File: config.mk
export PLATFORM = sky130hd
export DESIGN_NAME = mtr_ramp
export DESIGN_NICKNAME = d
export VERILOG_FILES = /design/src/rtl/mtr_ramp.sv
export SDC_FILE = /design/constraint.sdc
export NUM_CORES = 1
export LEC_CHECK = 0
export CAP_MARGIN = 5
export CORE_ASPECT_RATIO = 1.1
export CORE_MARGIN = 2
export CORE_UTILIZATION = 50
export DETAILED_ROUTE_END_ITERATION = 8
export PLACE_DENSITY_LB_ADDON = 0.2
export SYNTH_ARGS = -nofsm -noshare
export SYNTH_HDL_FRONTEND = slang
export SYNTH_SLANG_ARGS = --single-unit
export TNS_END_PERCENT = 5
File: constraint.sdc
create_clock -name clk -period 3.9 [get_ports clk]
set_input_delay 0.975 -clock clk [delete_from_list [all_inputs] [get_ports clk]]
set_output_delay 0.975 -clock clk [all_outputs]
set_load 0.02 [all_outputs]
File: src/rtl/mtr_ramp.sv
// mtr_ramp: slew-rate limiter and reversal sequencer for the two wheel speed
// commands feeding the motor driver. Each wheel ramps toward its latched target
// by STEP per ramp tick. A change of direction first ramps the wheel to zero and
// then holds it there for DWELL ticks.
// Optional build macro ESTOP_DECEL_EN: estop decelerates by 4*STEP per tick
// instead of forcing zero immediately. Without the macro, estop zeroes at once.
module mtr_ramp #(
    parameter int STEP     = 16,
    parameter int TICK_DIV = 1024,
    parameter int DWELL    = 8
) (
    input  logic               clk,
    input  logic               rst_n,
    input  logic signed [11:0] lft_cmd,
    input  logic signed [11:0] rght_cmd,
    input  logic               cmd_vld,
    input  logic               estop,
    output logic signed [11:0] lft_spd,
    output logic signed [11:0] rght_spd,
    output logic               at_target,
    output logic               in_dwell
);

    localparam int                CNT_W    = (TICK_DIV > 1) ? $clog2(TICK_DIV) : 1;
    localparam logic [CNT_W-1:0]  CNT_LAST = CNT_W'(TICK_DIV - 1);
    localparam logic signed [12:0] STEP_W  = 13'(STEP);
    localparam logic [7:0]        DWELL_W  = 8'(DWELL);
`ifdef ESTOP_DECEL_EN
    localparam logic signed [13:0] DECEL_W = 14'(4 * STEP);
`endif

    typedef enum logic {
        ST_RAMP  = 1'b0,
        ST_DWELL = 1'b1
    } ch_state_t;

    logic [CNT_W-1:0]   cnt_reg;
    logic               tick;
    logic signed [11:0] cmd [2];
    logic signed [11:0] cur [2];
    logic               dwell [2];
    logic               on_target [2];

    // Clamp a 13-bit intermediate back into the 12-bit signed output range.
    function automatic logic signed [11:0] sat12(input logic signed [12:0] v);
        if (v > 13'sd2047) begin
            return 12'sh7FF;
        end else if (v < -13'sd2048) begin
            return 12'sh800;
        end else begin
            return v[11:0];
        end
    endfunction

    assign cmd[0] = lft_cmd;
    assign cmd[1] = rght_cmd;

    // Shared free-running ramp tick divider; estop and cmd_vld do not touch it.
    always_ff @(posedge clk) begin
        if (!rst_n) begin
            cnt_reg <= '0;
        end else if (cnt_reg == CNT_LAST) begin
            cnt_reg <= '0;
        end else begin
            cnt_reg <= cnt_reg + 1'b1;
        end
    end

    assign tick = (cnt_reg == CNT_LAST);

    genvar gi;
    generate
        for (gi = 0; gi < 2; gi++) begin : g_ch
            ch_state_t          state_reg, state_next;
            logic signed [11:0] cur_reg, cur_next;
            logic signed [11:0] tgt_reg;
            logic [7:0]         dwell_reg, dwell_next;
            logic signed [12:0] cur_w, tgt_w, diff, abs_diff;
            logic signed [12:0] inc_w, dec_w, toward_zero;
            logic               reversal;
`ifdef ESTOP_DECEL_EN
            logic signed [13:0] cur_x, inc_x, dec_x, decel_x;
`endif

            // Target latch. A tick in the same cycle still sees the old target.
            always_ff @(posedge clk) begin
                if (!rst_n) begin
                    tgt_reg <= '0;
                end else if (estop) begin
                    tgt_reg <= '0;
                end else if (cmd_vld) begin
                    tgt_reg <= cmd[gi];
                end
            end

            // Widened copies so differences and steps never wrap.
            assign cur_w    = {cur_reg[11], cur_reg};
            assign tgt_w    = {tgt_reg[11], tgt_reg};
            assign diff     = tgt_w - cur_w;
            assign abs_diff = diff[12] ? -diff : diff;
            assign inc_w    = cur_w + STEP_W;
            assign dec_w    = cur_w - STEP_W;
            assign reversal = (cur_reg != 12'sd0) && (tgt_reg != 12'sd0) &&
                              (cur_reg[11] != tgt_reg[11]);
            // One step toward zero, never crossing it.
            assign toward_zero = cur_reg[11] ? ((inc_w > 13'sd0) ? 13'sd0 : inc_w)
                                             : ((dec_w < 13'sd0) ? 13'sd0 : dec_w);
`ifdef ESTOP_DECEL_EN
            assign cur_x   = {{2{cur_reg[11]}}, cur_reg};
            assign inc_x   = cur_x + DECEL_W;
            assign dec_x   = cur_x - DECEL_W;
            assign decel_x = cur_reg[11] ? ((inc_x > 14'sd0) ? 14'sd0 : inc_x)
                                         : ((dec_x < 14'sd0) ? 14'sd0 : dec_x);
`endif

            // Channel state, speed and dwell counter registers.
            always_ff @(posedge clk) begin
                if (!rst_n) begin
                    state_reg <= ST_RAMP;
                    cur_reg   <= '0;
                    dwell_reg <= '0;
                end else begin
                    state_reg <= state_next;
                    cur_reg   <= cur_next;
                    dwell_reg <= dwell_next;
                end
            end

            // Next-state logic: estop first, then per-tick ramp / dwell sequencing.
            always_comb begin
                state_next = state_reg;
                cur_next   = cur_reg;
                dwell_next = dwell_reg;
                if (estop) begin
                    state_next = ST_RAMP;
                    dwell_next = '0;
`ifdef ESTOP_DECEL_EN
                    if (tick) begin
                        cur_next = decel_x[11:0];
                    end
`else
                    cur_next   = '0;
`endif
                end else if (tick) begin
                    case (state_reg)
                        ST_RAMP: begin
                            if (reversal) begin
                                cur_next = toward_zero[11:0];
                                if (toward_zero == 13'sd0) begin
                                    state_next = ST_DWELL;
                                    dwell_next = DWELL_W;
                                end
                            end else if (abs_diff <= STEP_W) begin
                                cur_next = tgt_reg;
                            end else if (diff[12]) begin
                                cur_next = sat12(dec_w);
                            end else begin
                                cur_next = sat12(inc_w);
                            end
                        end
                        ST_DWELL: begin
                            cur_next = '0;
                            if (dwell_reg == 8'd1) begin
                                state_next = ST_RAMP;
                                dwell_next = '0;
                            end else begin
                                dwell_next = dwell_reg - 8'd1;
                            end
                        end
                        default: begin
                            state_next = ST_RAMP;
                            cur_next   = '0;
                            dwell_next = '0;
                        end
                    endcase
                end
            end

            assign cur[gi]       = cur_reg;
            assign dwell[gi]     = (state_reg == ST_DWELL);
            assign on_target[gi] = (cur_reg == tgt_reg);
        end
    endgenerate

    assign lft_spd  = cur[0];
    assign rght_spd = cur[1];
`ifdef ESTOP_DECEL_EN
    assign in_dwell = (dwell[0] | dwell[1]) & ~estop;
`else
    assign in_dwell = dwell[0] | dwell[1];
`endif
    assign at_target = on_target[0] & on_target[1] & ~in_dwell;

endmodule

# Yosys cells after proc, flatten, opt, wreduce, memory -nomap -nowiden

Cells that the tools add are included.

Add/sub/neg operators: 11
Multiply operators: 0
Div/mod/pow operators: 0
$lt $le $gt $ge: 14
Eq/ne operators: 11
Shift operators: 0
Multiplexer cells: 40
Bitwise operators: 7
Reductions and logical operators: 14

Operators by type and width:

| kind                                                                               | count |
|---|---|
| 12-bit two-way mux                                                                 | 14 |
| 13-bit two-way mux                                                                 | 8 |
| 13-bit by 12-bit greater-than comparator with 1-bit output (second input constant) | 4 |
| 13-bit by 12-bit < comparator with 1-bit output (second input constant)            | 4 |
| 8-bit two-way mux                                                                  | 6 |
| 12-bit case mux with 2 select lines                                                | 2 |
| 12-bit nonzero test                                                                | 4 |
| 8-bit case mux with 2 select lines                                                 | 2 |
| 12-bit by 6-bit adder with 13-bit output (second input constant)                   | 2 |
| 13-bit by 1-bit greater-than comparator with 1-bit output (second input constant)  | 2 |
| 13-bit by 6-bit <= comparator with 1-bit output (second input constant)            | 2 |
| 13-bit zero test                                                                   | 2 |
| 13-bit by 1-bit < comparator with 1-bit output (second input constant)             | 2 |
| 13-bit negation                                                                    | 2 |
| 12-bit by 12-bit subtractor with 13-bit output                                     | 2 |
| 12-bit by 6-bit subtractor with 13-bit output (second input constant)              | 2 |
| 12-bit equality test                                                               | 2 |
| 8-bit by 1-bit equality test with 1-bit output (second input constant)             | 2 |
| 8-bit by 1-bit subtractor with 8-bit output (second input constant)                | 2 |
| 10-bit by 1-bit adder with 10-bit output (second input constant)                   | 1 |
| 10-bit equality test (second input constant)                                       | 1 |
| 2-bit inequality test (second input constant)                                      | 4 |
| 1-bit two-way mux                                                                  | 6 |
| 3-bit AND reduction                                                                | 2 |
| 7 further kinds                                                                    | 17 |

Register bits after elaboration: 76
Bits in latches: 0
Memory bits (writable): 0
Bits in read-only memories: 0
Bits of input ports: 28
Output and inout port bits: 26
Memories: 0

# Logic depth before layout (Yosys ltp)

Gate-level depths: netlist of run 1.

Depth in word-level cells: 8
Depth in mapped cells: 16
Mapped depth without buffers: 14

# Least setup slack after synthesis of run 1

OpenSTA, ideal clock, no wires.

Path kind: reg-to-reg
Start: reg g_ch[0].cur_reg[4], in the netlist lft_spd[4]
End: reg g_ch[0].cur_reg[10], in the netlist lft_spd[10]
Data arrival time: 3.545 ns
Path slack: 0.222 ns
Stages on the path, launching flop included: 15
Path buffers: 2
Cells stage by stage: dfxtp_1 -> buf_2 -> clkinv_1 -> ha_1 -> a21o_1 -> a311o_1 -> or3_4 -> a2111oi_2 -> o211a_1 -> or3_2 -> a21oi_2 -> o21a_4 -> buf_6 -> a221oi_2 -> a211oi_2

Word-level cells in the longest chain between the ends: 8
Elaborated cells on any way between the ends: 26

Ends and longest elaborated chain:

| item                                                                                                   | line | source |
|---|---|---|
| from (decl)                                                                                            | 75   | `logic signed [11:0] cur_reg, cur_next;` |
| from (signal assigned)                                                                                 | 124  | `cur_reg <= cur_next;` |
| parallel branches: the longest is 6 deep, another holds 12-bit by 12-bit subtractor with 13-bit output | --   |  |
| 12-bit two-way mux *                                                                                   | 147  | `if (reversal) begin` |
| 12-bit case mux with 2 select lines *                                                                  | 145  | `case (state_reg)` |

Every way passes the cells marked *.
A chain may end at the register's enable or synchronous reset.

# Final worst setup path of run 1

Start: reg g_ch[1].cur_reg[11], in the netlist rght_spd[11]
End: out at_target

Word-level cells in the longest chain between the ends: 3

Ends and longest elaborated chain:

| item                           | line | source |
|---|---|---|
| from (decl)                    | 75   |  |
| from (signal assigned)         | 124  |  |
| 12-bit equality test           | 181  | `assign on_target[gi] = (cur_reg == tgt_reg);` |
| 1-bit bitwise AND (2 in a row) | 192  | `assign at_target = on_target[0] & on_target[1] & ~in_dwell;` |
| to (decl)                      | 20   | `output logic at_target,` |

Every way passes these cells.

==> results of run 1 <==
through the flow:
step	cells	setup TNS, ps
3_3_place_gp	1244	0
5_1_grt	1262	-261
3_5_place_dp	1244	0
6_report	1262	0
4_1_cts	1260	0
2_1_floorplan	1002	0
Yosys cell counts, drive strengths merged (18+ instances only):
cell    number  area, sq um
mux2i       40          400
a22oi       18          140
dfxtp       76         1520
clkbuf      29          110
nand4       21          131
inv         49          184
nor2       109          409
ha          43          538
nor3        36          180
nand2       67          251
nor4        20          155
xnor2       32          280
o21ai       49          245
a21oi       67          343
buf         29          165
nand3       33          170
metal layers:
layer | up-vias | routed length, um
met5 | - | 0
met2 | 348 | 11300
met4 | 0 | 1690
met3 | 117 | 1260
li1 | 3863 | -
met1 | 3716 | 9370
worst reg2reg max path, stage by stage (launching register included):
cell and delay (ps):
dfxtp_1 350, inv_1 70, ha_1 210, fa_1 430
nand2b_1 230, a211o_1 320, a221oi_2 280, o21ai_1 180
a311o_1 390, a211oi_1 230, a211oi_1 100, a21boi_2 360
buf_12 180, mux2i_1 180, a22oi_1 100
logic make-up after synthesis:
family,after synthesis
XOR/XNOR,48
multiplexers,44
AO/OA/AOI/OAI,298
buffers and inverters,110
flip-flops,76
AND/OR/NAND/NOR,381
adder cells (fa/ha/maj),45
cells in the final DEF, fill, tap and decap left out, types with 32 or more instances in the layout:
master and n:
o21ai_0 40, xnor2_1 32, nand2_1 67, ha_1 43, dfxtp_1 75, inv_1 49, mux2i_1 40, clkdlybuf4s50_1 52
a21oi_1 65, nor3_1 35, nor2_1 109, buf_4 52, nand3_1 32
worst paths after layout:
check	start	end	slack (ps)	depth (start not counted)
worst max-delay path	rght_spd[11]	at_target	150	7
worst min-delay path	cnt_reg[0]	cnt_reg[0]	490	1
worst max register to register	g_ch[1].tgt_reg[0]	rght_spd[6]	190	14
worst min register to register	cnt_reg[0]	cnt_reg[0]	490	1
timing repair:
action,in CTS,in global routing
gates resized for setup,0,4
hold endpoints to repair,0,0
setup endpoints to repair,0,13
setup buffers,0,2
layout make-up:
class | instances | area (sq um) | area share (%)
well taps | 196 | 245 | 2.78
flip-flops and latches | 76 | 1520 | 17.3
inverters | 52 | 195 | 2.21
multi-input cells | 816 | 5610 | 63.6
repair buffers | 106 | 936 | 10.6
clock buffers | 9 | 225 | 2.55
clock inverters | 7 | 85.1 | 0.964
where the power goes:
| part | total (mW) | switching (mW) | internal, mW | leakage [nW] |
|---|---|---|---|---|
| sequential | 0.801 | 0.0134 | 0.787 | 0.615 |
| combinational | 0.658 | 0.370 | 0.288 | 2.80 |
| clock | 0.907 | 0.395 | 0.513 | 0.154 |
| total | 2.37 | 0.778 | 1.59 | 3.56 |
==> impl_metrics.json, run 1 <==
{
  "antenna_cells": 0,
  "yosysWarningCount": 0,
  "synth.distinct_cells": 94,
  "final_nets": 1134,
  "fin_area_sq_um": 8820,
  "synth_top_family_by_area": "compound AO/OA/AOI/OAI gates",
  "place.gp.congestion": 1.06,
  "area_growth_pct": 16.3,
  "die_w_um": 121,
  "die_h_um": 133,
  "criticalPathCategory": "reg2out",
  "grt_pass1_vias": 7745,
  "worst_path_most_repeated_cell": "nor3_1",
  "syn-cell-area_sq_um": 7580,
  "grtUsageMet1_pct": 34.3,
  "rsz0062_at_grt": "yes",
  "grt_pass1_wl_um": 38400,
  "root_buffer": "clkbuf_16",
  "drive_gt1_share_pct": 10.8,
  "use_met3_pct": 4.49,
  "clock_tree.htree_level_count": 3,
  "wl_per_cell_um": 18.7,
  "start_kind": "flip-flop",
  "gr-total-overflow": 0,
  "holdBufCountCts": 0,
  "cp_top_family": "buffers and inverters",
  "peakVddDrop_uv": 202,
  "initial_utilization_pct": 50.8,
  "path_clk_slew_ps": 70,
  "setup_viol": 0,
  "met2_usage_pct": 50.2,
  "io_pins": 54,
  "globalRouteTotalUtil_pct": 29.6,
  "async_flop_share_pct": 0,
  "slew_headroom_pct": 42.8,
  "fillers": 1394,
  "status": "complete, no violations",
  "min_period_ps": 3750,
  "drtIter0Drc": 661,
  "antenna_found_initial": 0,
  "rows": 47,
  "finalClockSkew_ps": 8.07,
  "dp.final_hpwl_um": 18100,
  "synth_xor_area_share_pct": 5.72,
  "firstDrtPassIters": 6,
  "synth_seq_area_share_pct": 20.1,
  "p_per_area_nw_per_um2": 268,
  "cp_num_buf_inv": 2,
  "viasPerCell": 6.37,
  "cts_tree": "yes",
  "synth-compound-area-share_pct": 28.5,
  "cp-end-kind": "primary output",
  "synth_ff_type": "dfxtp_1",
  "max_freq_ghz": 0.266,
  "leakage_nw": 3.56,
  "ys_ff_latch": 76,
  "largest_reg_flops": 24,
  "vias": 8044,
  "preCtsSetupSlack_ps": 111,
  "hp-class": "reg2reg",
  "dpl-instance-area_sq_um": 8480,
  "muxShareOfSynthArea_pct": 5.87,
  "period_share_pct": 96.3,
  "synth_edf_count": 0,
  "worst_hold_slack_ps": 488,
  "die_area_sq_um": 16200,
  "port_buffers": 53,
  "fin_util_pct": 59.1,
  "hold_viol": 0,
  "required_ps": 2920,
  "coreArea_sq_um": 14900,
  "grt_max_degree": 44,
  "synth_adder_area_share_pct": 7.62,
  "syn-num-nets": 1075,
  "drc_errors": 0,
  "p_total_mw": 2.37,
  "drt_wl_total_um": 23600,
  "worst_slew_pin_slew_ps": 858,
  "synthesis.area_per_instance_sq_um": 7.57,
  "setup_ws_ps": 146,
  "clockBufferDepth": 2,
  "synthSimpleGateAreaFrac_pct": 26.0,
  "final_antenna_net_count": 0,
  "cp.arrival_ps": 2780,
  "cts.sinks": 76,
  "cp_max_fo": 7,
  "worstSkewPairLatency_ps": 350,
  "cp_slowest_cell": "clkdlybuf4s50_1",
  "critical_path.cell_chain": "inv_1 -> ha_1 -> nand4_1 -> nor3_1 -> nand2_1 -> nor3_1 -> clkdlybuf4s50_1",
  "cts-buffers-inserted": 9,
  "finalMaxSlewViolations": 0,
  "synth_cells": 1002,
  "max_stage_delay_ps": 640,
  "max-cap-violations": 0,
  "busiest_layer": "met2"
}
Note: power is estimated with default switching activity, not from simulation.
==> run 2: changes to the inputs <==
--- a/config.mk
+++ b/config.mk
@@ -6,7 +6,6 @@
 export NUM_CORES = 1
 export LEC_CHECK = 0
 export CAP_MARGIN = 5
-export CORE_ASPECT_RATIO = 1.1
 export CORE_MARGIN = 2
 export CORE_UTILIZATION = 50
 export DETAILED_ROUTE_END_ITERATION = 8
==> run 2 against run 1 <==
Effect of this change:
- power rose by 0.91%
- critical path depth rose by 7
- die area barely moved
==> impl_metrics.json, run 2 (same netlist as run 1, synthesis figures left out) <==
{
  "die_h_um": 127,
  "final_antenna_net_count": 0,
  "die_w_um": 127,
  "worst_slew_pin_slew_ps": 976,
  "clock_tree.htree_level_count": 3,
  "switching_share_pct": 30.7,
  "internal_power_mw": 1.65,
  "finalNonFillerCells": 1259,
  "vias": 7912,
  "required_ps": 4160,
  "p_total_mw": 2.39,
  "cp.arrival_ps": 3910,
  "fillers": 1427,
  "port_buffers": 53,
  "drc_errors": 0,
  "dp_cells": 1239,
  "coreArea_sq_um": 15000,
  "antenna_found_initial": 0,
  "p_comb_share_pct": 27.7,
  "status": "complete, no violations",
  "final_nets": 1139,
  "place.gp.congestion": 0.982,
  "largest_reg_flops": 24,
  "grtUsageMet1_pct": 37.3,
  "finalMaxSlewViolations": 0,
  "holdBufCountCts": 0,
  "period_share_pct": 93.7,
  "viasPerCell": 6.28,
  "grt_pass1_wl_um": 36900,
  "busiest_layer": "met2",
  "p_per_area_nw_per_um2": 268,
  "final_cell_mix": "nor2_1, dfxtp_1, nand2_1",
  "setup_viol": 0,
  "peakVddDrop_uv": 207,
  "finalClockSkew_ps": 10.3,
  "gr-total-overflow": 0,
  "met2_usage_pct": 45.8,
  "fin_util_pct": 59.2,
  "rsz0062_at_grt": "no",
  "hold_viol": 0,
  "drt_wl_total_um": 22800,
  "initial_utilization_pct": 50.5,
  "cp_max_fo": 15,
  "leakage_nw": 3.62,
  "firstDrtPassIters": 7,
  "power.share.clock_pct": 38.7,
  "max_freq_ghz": 0.274,
  "die_area_sq_um": 16200,
  "antenna_cells": 0,
  "max-cap-violations": 0,
  "criticalPathCategory": "reg2reg",
  "clockBufferDepth": 2,
  "wl_per_cell_um": 18.1,
  "area_growth_pct": 17.3,
  "start_kind": "flip-flop",
  "drtIter0Drc": 732,
  "rows": 45,
  "hp-class": "reg2reg",
  "globalRouteTotalUtil_pct": 28.0,
  "cts-buffers-inserted": 9,
  "final_common_cell": "nor2_1",
  "min_period_ps": 3650,
  "seqPwrFrac_pct": 33.6,
  "cp-end-kind": "flip-flop",
  "cts_tree": "yes",
  "drive_gt1_share_pct": 11.7,
  "grt_max_degree": 34,
  "grt_pass1_vias": 7254,
  "root_buffer": "clkbuf_16",
  "use_met3_pct": 4.44,
  "slew_headroom_pct": 34.3,
  "cts.sinks": 76,
  "power_switching_mw": 0.733,
  "io_pins": 54,
  "dp.final_hpwl_um": 17200,
  "tns_ps": 0,
  "path_clk_slew_ps": 60,
  "worstSkewPairLatency_ps": 340
}
-- run 2: path summary, 6_finish.rpt --
| kind | slack (ps) | to | from | cells after the start |
|---|---|---|---|---|
| hold reg to reg | 480 | cnt_reg[0] | cnt_reg[0] | 1 |
| setup / recovery | 250 | rght_spd[3] | g_ch[1].tgt_reg[0] | 14 |
| hold / removal | 480 | cnt_reg[0] | cnt_reg[0] | 1 |
| setup reg to reg | 250 | rght_spd[3] | g_ch[1].tgt_reg[0] | 14 |
-- run 2: metrics by stage --
step	setup WS [ps]	cell area, sq um	hold WS, ps
floorplan	222	7580	430
global placement	267	8490	445
detailed placement	140	8490	464
CTS	105	8820	478
global route	6.84	8900	515
finish	248	8900	480
-- run 2: critical path, stage by stage, from the launching register on --
cell and delay (ps):
dfxtp_1 350, inv_1 70, ha_1 220, fa_1 430
nand2b_1 220, a21o_1 220, xnor2_2 170, or3_1 460
o21a_1 200, o32a_1 170, a211oi_1 330, a21boi_2 130
buf_12 170, a31o_2 260, o22ai_1 170
-- run 2: metal layers --
layer,wire [um],share of wire (%),vias up
met5,0,0,-
met4,829,3.6,0
met3,1390,6.1,64
met2,10600,46,288
met1,10000,44,3685
li1,-,-,3875
-- run 2: cell type report --
class                   count  area [sq um]  area share, %
flip-flops and latches     76          1520           17.1
repair buffers            111           976           11.0
multi-input cells         816          5640           63.4
well taps                 188           235           2.64
clock inverters             6          87.6          0.984
inverters                  52           195           2.19
clock buffers              10           239           2.69
-- run 2: what timing repair did --
item / in CTS / in global routing
setup endpoints to repair: 0 / 12
resized for setup: 0 / 10
setup buffers: 0 / 4
-- run 2: power groups by stage --
stage | clock (mW) | combinational [mW] | sequential (mW)
after floorplan | 0 | 0.467 | 0.814
after global placement | 0 | 0.631 | 0.819
after detailed placement | 0 | 0.631 | 0.819
after CTS | 0.934 | 0.635 | 0.802
after global routing | 0.960 | 0.724 | 0.803
final | 0.923 | 0.662 | 0.802
==> run 3: changes to the inputs <==
--- a/config.mk
+++ b/config.mk
@@ -6,10 +6,13 @@
 export NUM_CORES = 1
 export LEC_CHECK = 0
 export CAP_MARGIN = 5
+export CELL_PAD_IN_SITES_DETAIL_PLACEMENT = 0
+export CELL_PAD_IN_SITES_GLOBAL_PLACEMENT = 1
 export CORE_MARGIN = 2
-export CORE_UTILIZATION = 50
+export CORE_UTILIZATION = 45
 export DETAILED_ROUTE_END_ITERATION = 8
 export PLACE_DENSITY_LB_ADDON = 0.2
+export RECOVER_POWER = 25
 export SYNTH_ARGS = -nofsm -noshare
 export SYNTH_HDL_FRONTEND = slang
 export SYNTH_SLANG_ARGS = --single-unit
==> run 3 against run 2 <==
Effect of this change:
- hold slack got worse by 4.4 ps
- utilization fell by 5.4 points
- cell count rose by 2.0%
- die area rose by 11%
- power fell by 5.1%
- clock power fell by 14%
- critical path depth did not move
- global-route usage fell by 1.1 points
- critical path type unchanged
- critical endpoint unchanged
==> impl_metrics.json, run 3 (same netlist as run 1, synthesis figures left out) <==
{
  "worst_hold_slack_ps": 476,
  "cts_tree": "yes",
  "port_buffers": 53,
  "cp-end-kind": "flip-flop",
  "drc_errors": 0,
  "cp_max_fo": 9,
  "max_stage_delay_ps": 430,
  "final_cell_mix": "nor2_1, dfxtp_1, nand2_1",
  "r2r_start": "g_ch[1].tgt_reg[0]",
  "vias": 7927,
  "critPathLaunch": "g_ch[1].tgt_reg[0]",
  "die_area_sq_um": 17900,
  "preCtsSetupSlack_ps": 34.7,
  "start_kind": "flip-flop",
  "largest_reg_flops": 24,
  "cp_slowest_cell": "fa_1",
  "worstSkewPairLatency_ps": 350,
  "routed.top_layer": "met4",
  "slew_headroom_pct": 28.3,
  "die_w_um": 134,
  "clockBufferDepth": 2,
  "grt_pass1_vias": 7314,
  "drt_wl_total_um": 24300,
  "leakage_nw": 3.58,
  "period_share_pct": 96.6,
  "min-delay-start": "cnt_reg[0]",
  "internal_power_mw": 1.54,
  "critical_path.cell_chain": "inv_1 -> ha_1 -> fa_1 -> nand2b_1 -> a211o_1 -> a221oi_2 -> o21ai_2 -> a311o_1 -> a211oi_1 -> a211oi_2 -> a21boi_2 -> buf_6 -> a31o_2 -> o22ai_1",
  "switching_share_pct": 31.9,
  "path_clk_slew_ps": 70,
  "antenna_found_initial": 0,
  "p_per_area_nw_per_um2": 255,
  "viasPerCell": 6.17,
  "cp_num_buf_inv": 2,
  "area_growth_pct": 17.1,
  "met3_length_um": 1420,
  "finalClockSkew_ps": 11.7,
  "grt_pass1_wl_um": 38600,
  "rsz0062_at_grt": "yes",
  "dp.final_hpwl_um": 18500,
  "power.share.clock_pct": 35.1,
  "final_common_cell": "nor2_1",
  "final_nets": 1132,
  "p_comb_share_pct": 29.4,
  "worst_slew_pin_slew_ps": 1080,
  "final_antenna_net_count": 0,
  "dr_wl_met2_um": 11300,
  "cts-buffers-inserted": 9,
  "wl_met1_um": 10700,
  "grt_max_degree": 44,
  "root_buffer": "clkbuf_16",
  "min_period_ps": 3770,
  "drive_gt1_share_pct": 11.9,
  "peakVddDrop_uv": 200,
  "antenna_cells": 0,
  "place.gp.congestion": 0.948,
  "holdBufCountCts": 0,
  "rows": 47,
  "tns_ps": 0,
  "wl_per_cell_um": 18.9,
  "required_ps": 4120,
  "coreArea_sq_um": 16500,
  "die_h_um": 134,
  "cp.arrival_ps": 3980,
  "io_pins": 54,
  "cts.sinks": 76,
  "cp_top_family": "compound AO/OA/AOI/OAI gates",
  "gr-total-overflow": 0,
  "drtIter0Drc": 599,
  "hp-class": "reg2reg",
  "globalRouteTotalUtil_pct": 26.9,
  "setup_ws_ps": 134,
  "setup_viol": 0,
  "power_switching_mw": 0.722,
  "firstDrtPassIters": 5,
  "initial_utilization_pct": 45.9,
  "finalMaxSlewViolations": 0,
  "max-cap-violations": 0,
  "max_freq_ghz": 0.266,
  "hold_viol": 0,
  "status": "complete, no violations",
  "clock_tree.htree_level_count": 3,
  "seqPwrFrac_pct": 35.5,
  "criticalPathCategory": "reg2reg"
}
[run 3: changes by cell type in the layout (fill, tap and decap cells not counted), moves of 2 or more]
cell / previous run / this run
and2_1: 13 / 11
buf_4: 57 / 48
ha_2: 1 / 3
ha_1: 42 / 40
clkinvlp_4: 3 / 1
clkbuf_1: 0 / 3
bufinv_16: 2 / 0
and2_0: 1 / 3
[run 3: timing repair]
action                     4_1_cts  5_1_grt
pin swaps                        0        2
setup buffers                    0        0
resized for setup                4       19
setup endpoints to repair        2       16
[run 3: layer usage]
metal,global-route usage (%),vias to the layer above
met5,0,-
met4,10.8,0
met3,5.25,55
met2,43.3,273
met1,35.4,3723
li1,-,3876
[run 3: final timing paths]
kind | to | slack [ps] | cells past startpoint
worst max register to register | rght_spd[3] | 130 | 14
worst min register to register | cnt_reg[0] | 480 | 1
worst max-delay path | rght_spd[3] | 130 | 14
worst min-delay path | cnt_reg[0] | 480 | 1
[run 3: power groups by stage]
stage | registers [mW] | clock network, mW | logic (mW)
2_1_floorplan | 0.814 | 0 | 0.467
4_1_cts | 0.803 | 0.820 | 0.635
3_5_place_dp | 0.821 | 0 | 0.627
6_report | 0.804 | 0.795 | 0.667
5_1_grt | 0.804 | 0.854 | 0.728
3_3_place_gp | 0.820 | 0 | 0.631
[run 3: final cells by class]
class / count / area (sq um)
multi-input cells: 816 / 5700
repair buffers: 104 / 908
clock buffers: 13 / 260
inverters: 52 / 195
fillers: 1616 / 7640
well taps: 220 / 275
clock inverters: 3 / 21.3
flip-flops and latches: 76 / 1520
[run 3: worst register-to-register path, delay by kind of cell, from the launching register on]
kind            cells  cell delay, ps
flops               1             370
buf+inv             2             270
compound gates      9            2120
fa+ha+maj           2             650
simple gates        1             240
[run 3: through the flow]
| stage | util (%) | instance area (sq um) | power [mW] | instances |
|---|---|---|---|---|
| after floorplan | - | 7580 | 1.28 | 1002 |
| after global placement | 51.4 | 8500 | 1.45 | 1268 |
| after detailed placement | 51.4 | 8500 | 1.45 | 1268 |
| after CTS | 53.2 | 8790 | 2.26 | 1284 |
| after global routing | 53.8 | 8880 | 2.39 | 1284 |
| final | 53.8 | 8880 | 2.27 | 1284 |
